===== src/rtl/axi4_pkg.sv =====
// AXI4 field widths shared by the DMA engines.
// Latency: n/a (constants only).
// Backpressure: n/a.
package axi4_pkg;

  localparam int LEN_BITS   = 8;
  localparam int SIZE_BITS  = 3;
  localparam int BURST_BITS = 2;
  localparam int RESP_BITS  = 2;

endpackage


===== src/rtl/dmac_pkg.sv =====
// DMA controller shared types: per-burst bookkeeping record and response codes.
// Latency: n/a (types and constants only).
// Backpressure: n/a.
package dmac_pkg;

  // One entry per accepted read burst, retired on its rlast beat.
  typedef struct packed {
    logic [axi4_pkg::LEN_BITS-1:0] len;   // beats minus one
    logic                          last;  // final burst of the transfer
  } rd_burst_info_t;

  localparam logic [axi4_pkg::RESP_BITS-1:0] RRESP_OKAY = 2'b00;

endpackage


===== src/rtl/dmac_burst_fifo.sv =====
// Small synchronous FIFO holding read-burst bookkeeping records.
// Latency: a pushed entry is visible on head the cycle after the push.
// Backpressure: push is ignored when full, pop is ignored when empty.
//
// Ports: clk/rst (sync, active-high), push/push_dat, pop, full, empty,
//        head (oldest entry, valid while !empty). DEPTH must be a power of two.
module dmac_burst_fifo #(
  parameter int WIDTH = 9,
  parameter int DEPTH = 4
) (
  input  logic             clk,
  input  logic             rst,
  input  logic             push,
  input  logic [WIDTH-1:0] push_dat,
  input  logic             pop,
  output logic             full,
  output logic             empty,
  output logic [WIDTH-1:0] head
);

  localparam int PW = (DEPTH > 1) ? $clog2(DEPTH) : 1;
  localparam int CW = $clog2(DEPTH) + 1;

  logic [WIDTH-1:0] mem [DEPTH];
  logic [PW-1:0]    wr_ptr;
  logic [PW-1:0]    rd_ptr;
  logic [CW-1:0]    count;
  logic             do_push;
  logic             do_pop;

  function automatic logic [PW-1:0] next_ptr(input logic [PW-1:0] p);
    return (p == PW'(DEPTH - 1)) ? '0 : p + PW'(1);
  endfunction

  assign full    = (count == CW'(DEPTH));
  assign empty   = (count == '0);
  assign do_push = push && !full;
  assign do_pop  = pop && !empty;
  assign head    = mem[rd_ptr];

  always_ff @(posedge clk) begin
    if (rst) begin
      wr_ptr <= '0;
      rd_ptr <= '0;
      count  <= '0;
    end else begin
      if (do_push) wr_ptr <= next_ptr(wr_ptr);
      if (do_pop)  rd_ptr <= next_ptr(rd_ptr);
      case ({do_push, do_pop})
        2'b10:   count <= count + CW'(1);
        2'b01:   count <= count - CW'(1);
        default: count <= count;
      endcase
    end
  end

  // Storage needs no reset: entries are only read after being written.
  always_ff @(posedge clk) begin
    if (do_push) mem[wr_ptr] <= push_dat;
  end

endmodule


===== src/rtl/dmac_read_initiator.sv =====
// AXI4 read master: issues scheduler bursts on AR (up to MAX_OUTSTANDING in flight), streams R beats out.
// Latency: request accept -> arvalid next cycle; R handshake -> data_out_valid next cycle.
// Backpressure: rready drops while data_out is held; rd_req_ready drops on AR stall or outstanding limit.
//
// Ports: clk, rst (sync, active-high); rd_req_* burst request (valid/ready);
//        m_axi_ar* / m_axi_r* AXI4 read channels; data_out_* registered output
//        stream; rd_err sticky error; rd_done pulse after final transfer beat leaves.
// Optional: DMAC_RD_RESP_CHECK_EN enables rresp and burst-length checking on rd_err.
module dmac_read_initiator
  import axi4_pkg::*, dmac_pkg::*;
#(
  parameter int ADDR_WD         = 32,
  parameter int DATA_WD         = 32,
  parameter int MAX_OUTSTANDING = 4
) (
  input  logic                  clk,
  input  logic                  rst,
  input  logic                  rd_req_valid,
  output logic                  rd_req_ready,
  input  logic [ADDR_WD-1:0]    rd_req_addr,
  input  logic [BURST_BITS-1:0] rd_req_burst,
  input  logic [LEN_BITS-1:0]   rd_req_len,
  input  logic [SIZE_BITS-1:0]  rd_req_size,
  input  logic                  rd_req_last,
  output logic                  m_axi_arvalid,
  input  logic                  m_axi_arready,
  output logic [ADDR_WD-1:0]    m_axi_araddr,
  output logic [7:0]            m_axi_arlen,
  output logic [2:0]            m_axi_arsize,
  output logic [1:0]            m_axi_arburst,
  input  logic                  m_axi_rvalid,
  output logic                  m_axi_rready,
  input  logic [DATA_WD-1:0]    m_axi_rdata,
  input  logic [1:0]            m_axi_rresp,
  input  logic                  m_axi_rlast,
  output logic                  data_out_valid,
  input  logic                  data_out_ready,
  output logic [DATA_WD-1:0]    data_out,
  output logic                  data_out_last,
  output logic                  rd_err,
  output logic                  rd_done
);

  localparam int OW = $clog2(MAX_OUTSTANDING) + 1;

  logic [OW-1:0]  outstanding;
  rd_burst_info_t fifo_head;
  rd_burst_info_t fifo_push_dat;
  logic           fifo_full;
  logic           fifo_empty;
  logic           req_acc;
  logic           r_hs;
  logic           r_last_hs;
  logic           out_hs;

  assign rd_req_ready = (!m_axi_arvalid || m_axi_arready) &&
                        (outstanding < OW'(MAX_OUTSTANDING));
  assign m_axi_rready = (outstanding != '0) && (!data_out_valid || data_out_ready);

  assign req_acc   = rd_req_valid && rd_req_ready;
  assign r_hs      = m_axi_rvalid && m_axi_rready;
  assign r_last_hs = r_hs && m_axi_rlast;
  assign out_hs    = data_out_valid && data_out_ready;

  assign fifo_push_dat = '{len: rd_req_len, last: rd_req_last};

  // One entry per burst in flight; head describes the burst currently returning on R.
  dmac_burst_fifo #(
    .WIDTH ($bits(rd_burst_info_t)),
    .DEPTH (MAX_OUTSTANDING)
  ) u_burst_fifo (
    .clk      (clk),
    .rst      (rst),
    .push     (req_acc),
    .push_dat (fifo_push_dat),
    .pop      (r_last_hs),
    .full     (fifo_full),
    .empty    (fifo_empty),
    .head     (fifo_head)
  );

  // AR channel: a same-cycle accept overrides the release so arvalid stays high with the new payload.
  always_ff @(posedge clk) begin
    if (rst) begin
      m_axi_arvalid <= 1'b0;
      m_axi_araddr  <= '0;
      m_axi_arlen   <= '0;
      m_axi_arsize  <= '0;
      m_axi_arburst <= '0;
    end else if (req_acc) begin
      m_axi_arvalid <= 1'b1;
      m_axi_araddr  <= rd_req_addr;
      m_axi_arlen   <= rd_req_len;
      m_axi_arsize  <= rd_req_size;
      m_axi_arburst <= rd_req_burst;
    end else if (m_axi_arready) begin
      m_axi_arvalid <= 1'b0;
    end
  end

  always_ff @(posedge clk) begin
    if (rst) begin
      outstanding <= '0;
    end else begin
      case ({req_acc, r_last_hs})
        2'b10:   outstanding <= outstanding + OW'(1);
        2'b01:   outstanding <= outstanding - OW'(1);
        default: outstanding <= outstanding;
      endcase
    end
  end

  // Output register; rready guarantees a held beat is never overwritten.
  always_ff @(posedge clk) begin
    if (rst) begin
      data_out_valid <= 1'b0;
      data_out       <= '0;
      data_out_last  <= 1'b0;
      rd_done        <= 1'b0;
    end else begin
      rd_done <= out_hs && data_out_last;
      if (r_hs) begin
        data_out_valid <= 1'b1;
        data_out       <= m_axi_rdata;
        data_out_last  <= m_axi_rlast && fifo_head.last;
      end else if (data_out_ready) begin
        data_out_valid <= 1'b0;
        data_out_last  <= 1'b0;
      end
    end
  end

  logic unused_fifo_flags;
  assign unused_fifo_flags = ^{fifo_full, fifo_empty};

`ifdef DMAC_RD_RESP_CHECK_EN
  // Remaining beats of the current burst; the first beat takes its count from the FIFO head.
  logic [LEN_BITS-1:0] beat_cnt;
  logic                in_burst;
  logic [LEN_BITS-1:0] cur_cnt;

  assign cur_cnt = in_burst ? beat_cnt : fifo_head.len;

  always_ff @(posedge clk) begin
    if (rst) begin
      beat_cnt <= '0;
      in_burst <= 1'b0;
      rd_err   <= 1'b0;
    end else if (r_hs) begin
      if ((m_axi_rresp != RRESP_OKAY) ||
          (m_axi_rlast && (cur_cnt != '0)) ||
          (!m_axi_rlast && (cur_cnt == '0))) begin
        rd_err <= 1'b1;
      end
      in_burst <= !m_axi_rlast;
      beat_cnt <= cur_cnt - LEN_BITS'(1);
    end
  end
`else
  logic unused_chk;
  assign unused_chk = ^{m_axi_rresp, fifo_head.len};
  assign rd_err     = 1'b0;
`endif

endmodule


===== config.mk =====
export PLATFORM = sky130hd
export DESIGN_NAME = dmac_read_initiator
export DESIGN_NICKNAME = d
export VERILOG_FILES = /design/src/rtl/axi4_pkg.sv /design/src/rtl/dmac_pkg.sv /design/src/rtl/dmac_burst_fifo.sv /design/src/rtl/dmac_read_initiator.sv
export SDC_FILE = /design/constraint.sdc
export NUM_CORES = 1
export LEC_CHECK = 0
export BUFFER_PORTS_ARGS = -buffer_cell sky130_fd_sc_hd__buf_4
export CORE_MARGIN = 1.5
export CORE_UTILIZATION = 45
export CTS_BUF_LIST = sky130_fd_sc_hd__clkbuf_8
export DETAILED_ROUTE_END_ITERATION = 7
export GPL_ROUTABILITY_DRIVEN = 0
export PLACE_DENSITY = 0.75
export RECOVER_POWER = 100
export SETUP_SLACK_MARGIN = 0.05
export SYNTH_ARGS = -nofsm -noshare
export SYNTH_HDL_FRONTEND = slang
export SYNTH_SLANG_ARGS = --single-unit
export TNS_END_PERCENT = 30

===== constraint.sdc =====
create_clock -name clk -period 2.95 [get_ports clk]
set_input_delay 0.295 -clock clk [delete_from_list [all_inputs] [get_ports clk]]
set_output_delay 0.295 -clock clk [all_outputs]
set_load 0.005 [all_outputs]

-- Word-level counts from Yosys, hierarchy flattened
Memories as Yosys holds them, arrays and structs flattened. A register that Yosys moved wholly into a read port is not among the register bits.
Cells that the tools add are included.
- equality and inequality tests: 7
- $lt $le $gt $ge: 1
- multiplexer cells: 13
- reduce and logical (&&, ||, !) cells: 22
- add/sub/neg operators: 6
- operator list (kind ; count):
    case mux 3 bit (2 select lines) ; 2
    logical AND 1 bit ; 10
    equality test 2 bit, second input constant ; 4
    2-to-1 mux 2 bit ; 4
    nonzero test 2 bit ; 4
    2-to-1 mux 1 bit ; 7
    adder 3 x 1 -> 3 bit, second input constant ; 2
    subtractor 3 x 1 -> 3 bit, second input constant ; 2
    adder 2 x 1 -> 2 bit, second input constant ; 2
    equality test 2 x 1 -> 1 bit, second input constant ; 2
    zero test 1 bit ; 4
    equality test 3 bit, second input constant ; 1
    zero test 3 bit ; 1
    < comparator 3 bit, second input constant ; 1
    nonzero test 3 bit ; 1
    logical OR 1 bit ; 2
- input bits: 87
- bits in writable memories: 36
- output and inout bits: 84
- word-level logic and storage cells: 63
- flip-flop bits (word level): 91
- memories: 1
- memory list (memory ; words ; bits a word ; read ports ; clocked after memory_dff ; wr ports ; RTL line ; text):
    u_burst_fifo.mem ; 4 ; 9 ; 1 ; 1 ; 1 ; dmac_burst_fifo.sv:24 ; logic [WIDTH-1:0] mem [DEPTH];

-- Depth between registers and ports, before layout
- depth after elaboration: 8
- gate-level depth with buffers: 10
- gate-level depth less buffers: 9

-- By module
Synthesis repeated with hierarchy kept, for this count alone.
- cell total of the unflattened synthesis: 498
- area, all modules: 5471.5 sq um
- by module, submodules not included (module ; area each (sq um) ; cells each ; times used):
    dmac_read_initiator ; 3681.0 ; 397 ; 1
    dmac_burst_fifo ; 1790.5 ; 101 ; 1

-- Worst setup path after synthesis
No wires, ideal clock.
- path kind: reg2reg
- start: register data_out_valid
- end: register u_burst_fifo.count[2]
- required time: 2.880 ns
- cell stages (with the launch flop): 10
- arrival time: 2.063 ns
- slack: 0.817 ns
- cells stage by stage: dfxtp_1 nor2b_1 buf_2 nor4_4 ha_1 inv_1 fa_1 xor2_1 or3_1 a21oi_1
- cells in the longest elaborated chain, start to end: 8
- elaborated cells on any way between the ends: 10
- those cells by class: eq/ne (2); mux (1); reduce/logical (7)
- ends and longest elaborated chain (what ; RTL line ; text):
    start, declared ; dmac_read_initiator.sv:36 ; output logic data_out_valid,
    start signal, assigned ; dmac_read_initiator.sv:116 ; data_out_valid <= 1'b0;
    start signal, assigned ; dmac_read_initiator.sv:123 ; data_out_valid <= 1'b1;
    start signal, assigned ; dmac_read_initiator.sv:127 ; data_out_valid <= 1'b0;
    zero test 1 bit (*) ; dmac_read_initiator.sv:58 ; assign m_axi_rready = (outstanding != '0) && (!data_out_valid || data_out_ready);
    logical OR 1 bit (*) ; dmac_read_initiator.sv:58 ;
    logical AND 1 bit (*) ; dmac_read_initiator.sv:58 ;
    logical AND 1 bit (*) ; dmac_read_initiator.sv:61 ; assign r_hs = m_axi_rvalid && m_axi_rready;
    logical AND 1 bit (*) ; dmac_read_initiator.sv:62 ; assign r_last_hs = r_hs && m_axi_rlast;
    logical AND 1 bit (*) ; dmac_burst_fifo.sv:38 ; assign do_pop = pop && !empty;
    net u_burst_fifo.do_pop ; dmac_burst_fifo.sv:29 ; logic do_pop;
    equality test 2 x 1 -> 1 bit / equality test 2 bit (equally long branches) ; dmac_burst_fifo.sv:49 ; case ({do_push, do_pop})
    case mux 3 bit (2 select lines) / nonzero test 2 bit (equally long branches) ; n/a ;
    end signal, assigned ; dmac_burst_fifo.sv:50 ; 2'b10: count <= count + CW'(1);
    end signal, assigned ; dmac_burst_fifo.sv:51 ; 2'b01: count <= count - CW'(1);
    end signal, assigned ; dmac_burst_fifo.sv:52 ; default: count <= count;
    end, declared ; dmac_burst_fifo.sv:27 ; logic [CW-1:0] count;
Mark *: on every way through the listed nets, which the timed path passes. The rest lies on a longest branch.
A chain may end at the register's enable or synchronous reset.

-- Worst setup path after layout
- start: register outstanding[0]
- end: register u_burst_fifo.count[2]
- cells in the longest elaborated chain, start to end: 7
- elaborated cells on any way between the ends: 13
- those cells by class: order compare (1); eq/ne (2); mux (1); reduce/logical (9)
- ends and longest elaborated chain (what ; RTL line ; text):
    start, declared ; dmac_read_initiator.sv:46 ; logic [OW-1:0] outstanding;
    start signal, assigned ; dmac_read_initiator.sv:106 ; 2'b10: outstanding <= outstanding + OW'(1);
    start signal, assigned ; dmac_read_initiator.sv:107 ; 2'b01: outstanding <= outstanding - OW'(1);
    start signal, assigned ; dmac_read_initiator.sv:108 ; default: outstanding <= outstanding;
    nonzero test 3 bit (*) ; dmac_read_initiator.sv:58 ;
    logical AND 1 bit (*) ; dmac_read_initiator.sv:58 ;
    logical AND 1 bit (*) ; dmac_read_initiator.sv:61 ;
    logical AND 1 bit (*) ; dmac_read_initiator.sv:62 ;
    logical AND 1 bit (*) ; dmac_burst_fifo.sv:38 ;
    net u_burst_fifo.do_pop ; dmac_burst_fifo.sv:29 ;
    equality test 2 x 1 -> 1 bit / equality test 2 bit (equally long branches) ; dmac_burst_fifo.sv:49 ;
    case mux 3 bit (2 select lines) / nonzero test 2 bit (equally long branches) ; n/a ;
Marks and branches as above.

==> impl_summary.log <==
[metrics] placed wire-length estimate: 7730 um
[metrics] WL final: 12100 um
[metrics] synthesis warning total: 0
[metrics] Max-Slew Margin vs Limit: 8.36%
[metrics] number of buffer and inverter stages on the critical path: 1
[metrics] count of max-cap constraint violations: 0
[metrics] highest clock frequency the design can meet: 389 MHz
[metrics] Synth area leader: dfxtp_1
[metrics] leading cell types in the layout, fill and taps excluded: 93 x dfxtp_1, 92 x buf_4, 83 x a21oi_1
[metrics] Clock Sink Count: 97
[metrics] number of buffers added on ports: 167
[metrics] most common cell after layout, fill and taps aside: dfxtp_1
[metrics] critical path arrival: 2.83 ns
[metrics] power density relative to cell area: 592 mW/mm^2
[metrics] RSZ-0062 raised after global routing: false
[metrics] Post-route DRC: 0
[metrics] horizontal extent of the die: 101 um
[metrics] Post-CTS Setup Bufs: 0
[metrics] gate count after technology mapping: 469
[metrics] number of global-route vias before repair: 3980
[metrics] vias after detailed routing: 4197
[metrics] final setup TNS: 0 ns
[metrics] count of hold buffers inserted by post-cts repair: 0
[metrics] clock tree from TritonCTS: built
[metrics] leftover overflow at the end of global routing: 0
[metrics] final cell area excluding filler cells: 0.00560 sq mm
[metrics] final hold viol count: 0
[metrics] run status: finished clean
[metrics] number of iterations in the first detailed-routing pass: 5
[metrics] static leakage: 2.29 nW
[metrics] post-DR vias/cell: 5.75
[metrics] n_diodes: 0
[metrics] Post-Synthesis Net Count: 565
[metrics] initial antenna violation count: 0
[metrics] number of placement rows: 35
[metrics] final period utilization: 87.1%
[metrics] crit path kind: reg2reg
[metrics] number of nets with antenna violations after detailed routing: 0
[metrics] Final Setup Violations: 0
[metrics] area occupied by multi-input gates: 0.00198 sq mm
[metrics] cell types occupying the most area after synthesis: dfxtp_1 43%, o31ai_1 13%, nand4_1 11%, a21oi_1 9.6%, clkbuf_1 2.9%
[metrics] flop and latch count out of synthesis: 97
[metrics] maximum count of clock buffers along a single path: 2
[metrics] overall routing resource usage: 23.1%
[metrics] final max-slew violation count: 0
[metrics] TritonCTS buffer count: 9
[metrics] count of distinct cell types in the synthesized netlist: 38
[metrics] average wire length per cell after detail routing: 16.5 um
[metrics] Seq/Total Area, Yosys: 45.6%
[metrics] Sequential Area: 0.00198 sq mm
[metrics] die outline area: 0.0103 sq mm
[metrics] capturing element type of the critical path: flip-flop
[metrics] largest net degree at the start of global routing: 70
[metrics] netlist area before placement: 0.00435 sq mm
[metrics] Final nets: 692
[metrics] CP delay by family, top: simple AND/OR/NAND/NOR gates
[metrics] class of the tightest hold or removal check: in2reg
[metrics] Post-Place Cell Area: 0.00554 sq mm
[metrics] transition at the pin with the smallest max-transition slack: 1.37 ns
[metrics] Worst path max stage delay: 0.61 ns
[metrics] clock-pin slew reported for the worst setup and hold paths after clock tree synthesis: 0.10 ns
[metrics] clock tree root buffer cell: clkbuf_8
[metrics] placeable core area: 0.00928 sq mm
[metrics] cells traversed along the worst timing path: nor3_1 -> nor4_1 -> ha_1 -> inv_1 -> fa_1 -> xor2_1 -> or3_1 -> a21oi_1
[metrics] kind of launch point of the worst setup path: flip-flop
[metrics] Post-Syn Area per Cell: 9.27 sq um
[metrics] IO Pins: 171
[metrics] fraction of final layout cells with drive strength greater than 1: 30.6%
[metrics] CTS HTree Levels: 3
[metrics] Die Span Y: 101 um
[metrics] DR iter-0 viols: 261
[metrics] data required time of the critical path: 3.21 ns
[metrics] Max IR drop VDD: 0.000303 V
[metrics] synthesis-to-layout area growth: 28.8%
[metrics] wire length of the first global-routing pass: 19300 um
[metrics] Max Fanout on Critical Path: 4
[metrics] quantity of gates resized following cts: 0
[metrics] latest clock arrival within the worst-skew pair: 0.35 ns
[metrics] Starting Density: 46.8%
[metrics] proportion of netlist area held by the largest area contributor: 42.8%
[metrics] slowest CP cell: nor4_1
[metrics] fill cell count: 821
[metrics] final critical-path required period: 2.57 ns
[metrics] Worst Skew: 0.0121 ns
cell type report:
class	instances	share of cell area (%)
clock inverters	6	0.760
clock buffers	10	2.46
well taps	129	2.88
flip-flops and latches	97	35.4
inverters	12	0.805
repair buffers	178	22.3
multi-input cells	298	35.4
through the flow:
stage               instances  hold WS (ns)  setup slack, ns  util [%]  total power, mW
floorplan                 469         0.394            0.817         -             2.26
global placement          714         0.455            0.512      59.6             2.57
detailed placement        714         0.461            0.464      59.6             2.60
CTS                       730         0.126            0.453      61.6             3.39
global route              730         0.190            0.154      60.3             3.52
finish                    730         0.195            0.381      60.3             3.32
state kept, by name (all words and copies together), names as in the netlist, named ones only:
signal,count
data_out,32
rd_done,1
u_burst_fifo.wr_ptr,2
data_out_valid,1
m_axi_arburst,2
outstanding,3
u_burst_fifo.count,3
data_out_last,1
u_burst_fifo.mem,4
m_axi_araddr,32
m_axi_arvalid,1
u_burst_fifo.rd_ptr,2
m_axi_arsize,3
m_axi_arlen,8
cell families (layout without fill, tap and decap cells):
group | Yosys count | after routing | share of synthesized area, %
DFF | 97 | 97 | 45.6
other | 1 | 1 | 0.0863
buffers and inverters | 74 | 206 | 8.23
AOI/OAI and AO/OA | 165 | 165 | 24.1
xor gates and xnor gates | 4 | 4 | 0.806
muxes | 5 | 5 | 1.58
and+or+nand+nor | 114 | 114 | 16.7
adders and majority gates | 9 | 9 | 2.94
where the power goes:
group | switching (mW) | internal (mW) | total (mW) | leakage, nW
clock | 0.466 | 0.332 | 0.798 | 0.0906
sequential | 0.0887 | 1.47 | 1.56 | 0.798
combinational | 0.563 | 0.399 | 0.962 | 1.40
per-layer routing:
| layer | up-vias | GRT usage (%) | share of wire [%] |
|---|---|---|---|
| li1 | 2038 | - | - |
| met1 | 1976 | 29.1 | 42 |
| met2 | 169 | 38.4 | 47 |
| met3 | 14 | 7.18 | 9.7 |
| met4 | 0 | 6.30 | 1.3 |
| met5 | - | 0 | 0 |
synthesized netlist by cell type:
library cell / number
inv_1: 9
nor4_1: 1
buf_2: 13
nor3_1: 2
nand3_1: 2
o21ai_0: 2
nor4_4: 1
nand4_1: 77
clkbuf_1: 34
edfxtp_1: 4
xor2_1: 4
mux2i_1: 2
buf_4: 1
buf_6: 8
o31ai_1: 78
a2111oi_4: 1
nand2b_1: 7
mux4_2: 1
or3_1: 3
nor3_4: 1
nor2b_1: 2
and2b_4: 1
a22o_1: 1
ha_1: 7
and3_1: 1
inv_2: 3
conb_1: 1
a21oi_1: 83
fa_1: 2
and4b_1: 1
nor2_2: 1
buf_1: 6
and2_2: 4
mux2_2: 1
nor3b_1: 1
mux2_4: 1
dfxtp_1: 93
nor2_1: 9
worst register-to-register path: stages (launching register included):
cell	delay (ns)
dfxtp_1	0.41
nor3_1	0.12
nor4_1	0.61
ha_1	0.30
inv_1	0.06
fa_1	0.37
xor2_1	0.16
or3_1	0.31
a21oi_1	0.14
worst paths after layout:
path / depth (start not counted) / slack (ns) / from / end
setup reg to reg: 8 / 0.38 / outstanding[0] / u_burst_fifo.count[2]
hold reg to reg: 2 / 0.47 / m_axi_araddr[1] / m_axi_araddr[1]
hold / removal: 3 / 0.19 / m_axi_rdata[28] / data_out[28]
setup / recovery: 8 / 0.38 / outstanding[0] / u_burst_fifo.count[2]
(Power assumes the default switching activity.)
